## config.mk

```make
export PLATFORM = sky130hd
export DESIGN_NAME = muldiv_unit
export DESIGN_NICKNAME = d
export VERILOG_FILES = /design/src/rtl/muldiv_unit.sv
export SDC_FILE = /design/constraint.sdc
export NUM_CORES = 1
export LEC_CHECK = 0
export BUFFER_PORTS_ARGS = -buffer_cell sky130_fd_sc_hd__buf_2
export CAP_MARGIN = 25
export CELL_PAD_IN_SITES_DETAIL_PLACEMENT = 1
export CELL_PAD_IN_SITES_GLOBAL_PLACEMENT = 1
export CORE_UTILIZATION = 44
export CTS_BUF_LIST = sky130_fd_sc_hd__clkbuf_16
export DETAILED_ROUTE_END_ITERATION = 8
export GPL_TIMING_DRIVEN = 0
export HOLD_SLACK_MARGIN = 0.15
export PLACE_DENSITY_LB_ADDON = 0.2
export SLEW_MARGIN = 20
export SYNTH_ARGS = -nofsm -noshare
export SYNTH_HDL_FRONTEND = slang
export SYNTH_SLANG_ARGS = --single-unit
```

## constraint.sdc

```tcl
create_clock -name CLK -period 3.85 [get_ports CLK]
set_input_delay 0.77 -clock CLK [delete_from_list [all_inputs] [get_ports CLK]]
set_output_delay 0.77 -clock CLK [all_outputs]
set_load 0.01 [all_outputs]
```

## src/rtl/muldiv_unit.sv

```systemverilog
// Iterative unsigned multiply/divide unit: one result bit per clock, result
// returned through a valid/ack writeback port.
module muldiv_unit #(
  parameter int WIDTH  = 16,
  parameter int ADDR_W = 4
) (
  input  logic              CLK,
  input  logic              RESET,
  input  logic              START,
  input  logic [1:0]        OP,
  input  logic [WIDTH-1:0]  REG_A,
  input  logic [WIDTH-1:0]  REG_B,
  input  logic [ADDR_W-1:0] RD_IN,
  output logic              BUSY,
  output logic              WB_VALID,
  output logic [ADDR_W-1:0] WB_RD,
  output logic [WIDTH-1:0]  WB_DATA,
  input  logic              WB_ACK
);

  localparam int CW = $clog2(WIDTH + 1);
  localparam logic [CW-1:0] LAST = CW'(WIDTH - 1);

  typedef enum logic [1:0] {
    IDLE = 2'd0,
    CALC = 2'd1,
    DONE = 2'd2
  } state_t;

  state_t state, state_nx;

  logic [CW-1:0]     count;
  logic [1:0]        op_reg;
  logic [ADDR_W-1:0] rd_reg;
  logic [WIDTH-1:0]  opnd;
  logic [WIDTH-1:0]  acc_hi;
  logic [WIDTH-1:0]  acc_lo;

  logic [WIDTH:0]    mul_sum;
  logic [WIDTH:0]    div_shift;
  logic [WIDTH+1:0]  div_diff;
  logic [WIDTH-1:0]  hi_nx;
  logic [WIDTH-1:0]  lo_nx;
  logic [WIDTH-1:0]  result_nx;
  logic              last_iter;

  assign last_iter = (count == LAST);

  always_ff @(posedge CLK) begin
    if (RESET) state <= IDLE;
    else       state <= state_nx;
  end

  always_comb begin
    state_nx = state;
    BUSY     = (state != IDLE);
    WB_VALID = (state == DONE);
    case (state)
      IDLE:    if (START)     state_nx = CALC;
      CALC:    if (last_iter) state_nx = DONE;
      DONE:    if (WB_ACK)    state_nx = IDLE;
      default:                state_nx = IDLE;
    endcase
  end

  // acc_hi:acc_lo holds the running product (mul) or remainder:quotient (div);
  // opnd is the multiplicand for mul and the divisor for div.
  always_comb begin
    mul_sum   = {1'b0, acc_hi} + (acc_lo[0] ? {1'b0, opnd} : '0);
    div_shift = {acc_hi, acc_lo[WIDTH-1]};
    div_diff  = {1'b0, div_shift} - {2'b00, opnd};
    if (op_reg[1]) begin
      // Remainder stays below the divisor, so a non-negative difference always fits WIDTH bits.
      if (div_diff[WIDTH+1:WIDTH] == 2'b00) begin
        hi_nx = div_diff[WIDTH-1:0];
        lo_nx = {acc_lo[WIDTH-2:0], 1'b1};
      end else begin
        hi_nx = div_shift[WIDTH-1:0];
        lo_nx = {acc_lo[WIDTH-2:0], 1'b0};
      end
    end else begin
      hi_nx = mul_sum[WIDTH:1];
      lo_nx = {mul_sum[0], acc_lo[WIDTH-1:1]};
    end
    result_nx = op_reg[0] ? hi_nx : lo_nx;
  end

  always_ff @(posedge CLK) begin
    if (RESET) begin
      count   <= '0;
      op_reg  <= '0;
      rd_reg  <= '0;
      opnd    <= '0;
      acc_hi  <= '0;
      acc_lo  <= '0;
      WB_RD   <= '0;
      WB_DATA <= '0;
    end else begin
      case (state)
        IDLE: begin
          if (START) begin
            count  <= '0;
            op_reg <= OP;
            rd_reg <= RD_IN;
            opnd   <= OP[1] ? REG_B : REG_A;
            acc_hi <= '0;
            acc_lo <= OP[1] ? REG_A : REG_B;
          end
        end
        CALC: begin
          count  <= count + 1'b1;
          acc_hi <= hi_nx;
          acc_lo <= lo_nx;
          if (last_iter) begin
            WB_DATA <= result_nx;
            WB_RD   <= rd_reg;
          end
        end
        default: ;
      endcase
    end
  end

endmodule
```

# Word level (Yosys, flattened, before mapping)
# Cells that the tools add are included.
# Widths: inputs -> output; s select.
# totals
ff_bits,81
latch_bits,0
ram_bits,0
mem_bits_ro,0
input_bits,42
out_inout_bits,22
elab_cells,44
n_memories,0
# op_classes
add_sub_neg,3
multipliers,0
div_mod_pow,0
n_lt_le_gt_ge,0
n_eq_ne,6
shift,0
muxes,18
bitwise_logic,0
reduce_logical,8
# op_table
op,count
$mux 16,9
$pmux 16 s2,2
$sub 17x16->18,1
$add 16x16->17,1
$pmux 5 s2,1
$mux 2,3
$pmux 2 s3,1
$reduce_and 2->1,3
$add 5x1->5 const B,1
$eq 5x4->1 const B,1
$mux 5,1
$logic_not 2->1,2
$ne 2x2->1 const B,2
$reduce_bool 2->1,2
$reduce_and 3->1,1
$eq 2x1->1 const B,1
$eq 2x2->1 const B,1
$ne 2x1->1 const B,1
$mux 1,1

# Depth between registers and ports, before layout
# logic_depth
ltp_word,5
mapped_depth,13
mapped_depth_nobuf,12

# Least setup slack after synthesis
# No wires, ideal clock.
# synth_timing
path_type,flip-flop to flip-flop
startpoint,reg acc_lo[15]
endpoint,reg WB_DATA[0]
setup_ns,0.079
arrival_ns,2.616
required_ns,3.771
path_slack_ns,1.155
stages_incl_launch_ff,14
n_path_buf,1
period_less_slack_ns,2.695
path_cell_list,dfxtp_1 -> inv_1 -> ha_1 -> inv_1 -> fa_1 -> a211oi_1 -> o211ai_2 -> nand3_1 -> and3_4 -> a21o_2 -> clkbuf_1 -> o21ai_0 -> a41o_1 -> a211oi_2
# synth_via
elab_chain_cells,5
elab_cells_between_ends,7
cone_classes,add/sub (1); mux (5); reduce/logical (1)
# synth_rtl
element,line_no,text
"start, declared",37,logic [WIDTH-1:0] acc_lo;
"start signal, assigned",107,acc_lo <= OP[1] ? REG_A : REG_B;
"start signal, assigned",113,acc_lo <= lo_nx;
$sub 17x16->18,71,"div_diff = {1'b0, div_shift} - {2'b00, opnd};"
$logic_not 2->1,74,if (div_diff[WIDTH+1:WIDTH] == 2'b00) begin
$mux 1 or $mux 16 (tied branches),74,
$mux 16,72,if (op_reg[1]) begin
$mux 16 *,85,result_nx = op_reg[0] ? hi_nx : lo_nx;
"end signal, assigned",115,WB_DATA <= result_nx;
"end, declared",17,"output logic [WIDTH-1:0] WB_DATA,"
# Mark *: on every way between the ends. The rest lies on a longest branch, timed or not.
# A chain may end at the register's enable or synchronous reset.

# Worst setup path in the final report
# layout_timing
startpoint,reg opnd[0]
endpoint,reg WB_DATA[10]
# layout_via
elab_chain_cells,5
elab_cells_between_ends,7
cone_classes,add/sub (2); mux (4); reduce/logical (1)
# layout_rtl
element,line_no,text
"start, declared",35,logic [WIDTH-1:0] opnd;
"start signal, assigned",105,opnd <= OP[1] ? REG_B : REG_A;
$sub 17x16->18,71,
$logic_not 2->1,74,
$mux 16,74,
$mux 16 *,72,
$mux 16 *,85,
# Marks and branches as above.

==> flow_summary.json <==
{
  "cts.path.max_buffers": 2,
  "swShare": 0.341,
  "finalPower_mw": 2.47,
  "cp_slowest_cell": "a311oi_1",
  "fmax_ghz": 0.286,
  "worst_pin_slew_ns": 0.816,
  "post-route-min-period_ns": 3.50,
  "vias": 6001,
  "yosysWarnings": 0,
  "clock-skew-final_ns": 0.00660,
  "hold_path.class": "reg2reg",
  "min_period_over_period": 0.908,
  "power_leakage_nw": 2.69,
  "critical_path_class": "reg2reg",
  "wire_per_inst_um": 22.0,
  "worstSetupPathDepth": 12,
  "min_path_cells": 2,
  "cp_top_family": "compound AO/OA/AOI/OAI gates",
  "max_cap_viol_count": 0,
  "postRouteAntennaNets": 0,
  "slew_headroom": 0.456,
  "cts_tree": "built",
  "numClockSinks": 81,
  "via_per_inst": 6.14,
  "syn-cell-area_sq_um": 5790,
  "grt_pass1_vias": 6177,
  "startpoint_type": "flip-flop",
  "dr.pass1.iters": 5,
  "internal-power_mw": 1.63,
  "synth-main-ff-cell": "dfxtp_1",
  "area_growth_pct": 14.0,
  "clk_pin_slew_worst_paths_ns": 0.06,
  "synth_edf_count": 0,
  "drt_wl_total_um": 21500,
  "p_seq_frac": 0.382,
  "antenna_found_initial": 0,
  "syn-instance-count": 727,
  "overflow": 0,
  "status": "finished, final reports clean",
  "seq_area_frac_synth": 0.280,
  "dpl.hpwl_um": 17100,
  "ctsRootBufferMaster": "clkbuf_16",
  "crit_chain": "ha_1 -> inv_1 -> fa_1 -> a211oi_1 -> o211ai_2 -> nand3_1 -> and3_4 -> a2111o_1 -> buf_2 -> a211oi_1 -> a311oi_1 -> o21ai_0",
  "grt_pass1_wl_um": 33500,
  "die_h_um": 117,
  "track_usage": 0.330,
  "cts_resized": 0,
  "clkLatencyLatePin_ns": 0.34,
  "rr_worst_depth": 12,
  "gp_congestion": 0.885,
  "rsz0062_at_grt": "no",
  "rows": 41,
  "io_buffers": 62,
  "drtIter0Drc": 378,
  "design.core.area_sq_um": 12700,
  "cts_setup_buffers": 0,
  "io_pins": 64,
  "end_kind": "flip-flop",
  "power_switching_uw": 845,
  "vdd_ir_drop_max_uv": 285,
  "async_flop_share": 0,
  "nets": 878,
  "worstPathRequired_ns": 4.05,
  "crit_arrival_ns": 3.69,
  "critPathBufInv": 2,
  "syn-num-nets": 805,
  "pwr-share-comb": 0.278,
  "cp_common_cell": "a211oi_1",
  "cp_max_fo": 10,
  "cpPeakStageDelay_ns": 0.57,
  "final_layout_size_suffix_gt1_frac": 0.137,
  "synth_cell_types": 76,
  "syn_area_per_cell_sq_um": 7.96,
  "power_density_nw_per_um2": 375,
  "initial_core_util": 0.455,
  "cts_buffers": 9,
  "cts_hold_buf": 0,
  "final-hold-violation-count": 0,
  "die_w_um": 117,
  "ys_ff_latch": 81,
  "dieArea_sq_um": 13600,
  "drv_slew": 0,
  "insertedDiodeCount": 0,
  "tns_ns": 0,
  "setup_viol": 0,
  "cts-htree-levels": 3,
  "grt_max_degree": 14,
  "drc_errors": 0,
  "pwr-share-clk": 0.339
}
-- cell usage after synthesis, drive strengths merged, types with 3 or more instances --
cell type	instances	area (sq um)
a211oi	33	273
a21boi	4	30.0
a21o	8	62.6
a21oi	71	359
a22oi	4	30.0
a311oi	14	123
a31oi	15	93.8
and2	18	114
and2b	4	35.0
and3	6	42.5
buf	11	56.3
clkbuf	35	151
dfxtp	81	1620
ha	34	425
inv	31	116
mux2i	46	460
nand2	59	224
nand2b	5	31.3
nand3	19	95.1
nor2	69	259
nor2b	5	31.3
nor3	19	100
nor4	4	40.0
o211ai	8	70.1
o21a	6	45.0
o21ai	36	184
o22ai	16	100
o31a	3	26.3
xnor2	14	123
xor2	6	52.6
-- metal layers --
metal  vias to the layer above  wire length (um)  GRT usage
met5                         -                 0          0
met4                         0               427     0.0996
met3                        37              1320     0.0405
met2                       194             10400      0.578
met1                      2934              9380      0.424
li1                       2836                 -          -
-- kinds of logic (layout without fill, tap and decap cells) --
kind of cell | count (synthesis) | after routing | share of synthesized area
AOI/OAI and AO/OA | 245 | 245 | 0.289
and+or+nand+nor | 219 | 219 | 0.182
DFF | 81 | 81 | 0.280
buffers and inverters | 79 | 157 | 0.0573
muxes | 47 | 47 | 0.0815
adders and majority gates | 36 | 36 | 0.0804
xor gates and xnor gates | 20 | 20 | 0.0303
-- power by group through the flow --
stage	logic, mW	registers, mW	clock network (mW)
after floorplan	0.478	0.930	0
after global placement	0.647	0.959	0
after detailed placement	0.671	0.962	0
after CTS	0.679	0.943	0.842
after global routing	0.750	0.949	0.886
final	0.689	0.946	0.840
-- cell usage in the layout (no fill, tap or decap), types with 9 or more instances in the layout --
cell type and count:
inv_1 32, a211oi_1 28, mux2i_1 46, clkbuf_1 33, a21oi_1 70, a31oi_1 15
nor3_1 18, ha_1 34, nand3_1 19, nor2_1 69, buf_2 65, o22ai_1 16
a311oi_1 14, dfxtp_1 81, clkbuf_16 9, nand2_1 58, xnor2_1 14, o21ai_0 34
and2_1 17
-- final timing paths --
path                                from          end  slack (ns)
worst min register to register  WB_RD[1]     WB_RD[1]        0.46
worst min-delay path            WB_RD[1]     WB_RD[1]        0.46
worst max register to register   opnd[0]  WB_DATA[10]        0.35
worst max-delay path             opnd[0]  WB_DATA[10]        0.35
-- worst reg2reg max path, cell delays in order, from the launching register on --
cell      delay, ns
dfxtp_1        0.41
ha_1           0.22
inv_1          0.07
fa_1           0.44
a211oi_1       0.41
o211ai_2       0.19
nand3_1        0.11
and3_4         0.22
a2111o_1       0.16
buf_2          0.26
a211oi_1       0.11
a311oi_1       0.57
o21ai_0        0.19
-- per-stage QoR --
| step | util | instance area (sq um) | hold WS, ns | instances | worst slack, ns |
|---|---|---|---|---|---|
| after floorplan | - | 5790 | 0.432 | 727 | 1.15 |
| after global placement | 0.496 | 6320 | 0.437 | 961 | 0.561 |
| after detailed placement | 0.496 | 6320 | 0.453 | 961 | 0.483 |
| after CTS | 0.519 | 6600 | 0.462 | 977 | 0.417 |
| after global routing | 0.519 | 6600 | 0.481 | 977 | 0.141 |
| final | 0.519 | 6600 | 0.457 | 977 | 0.354 |
-- layout make-up --
type                       count  area, sq um
tap                          172          215
inverter                      33          124
timing repair buffer          62          310
sequential                    81         1620
clock buffer                   9          225
clock inverter                 7         62.6
multi-input combinational    567         3840
buffer                        46          208
fill                        1629         6120
Power figures use the tool's default switching activity.
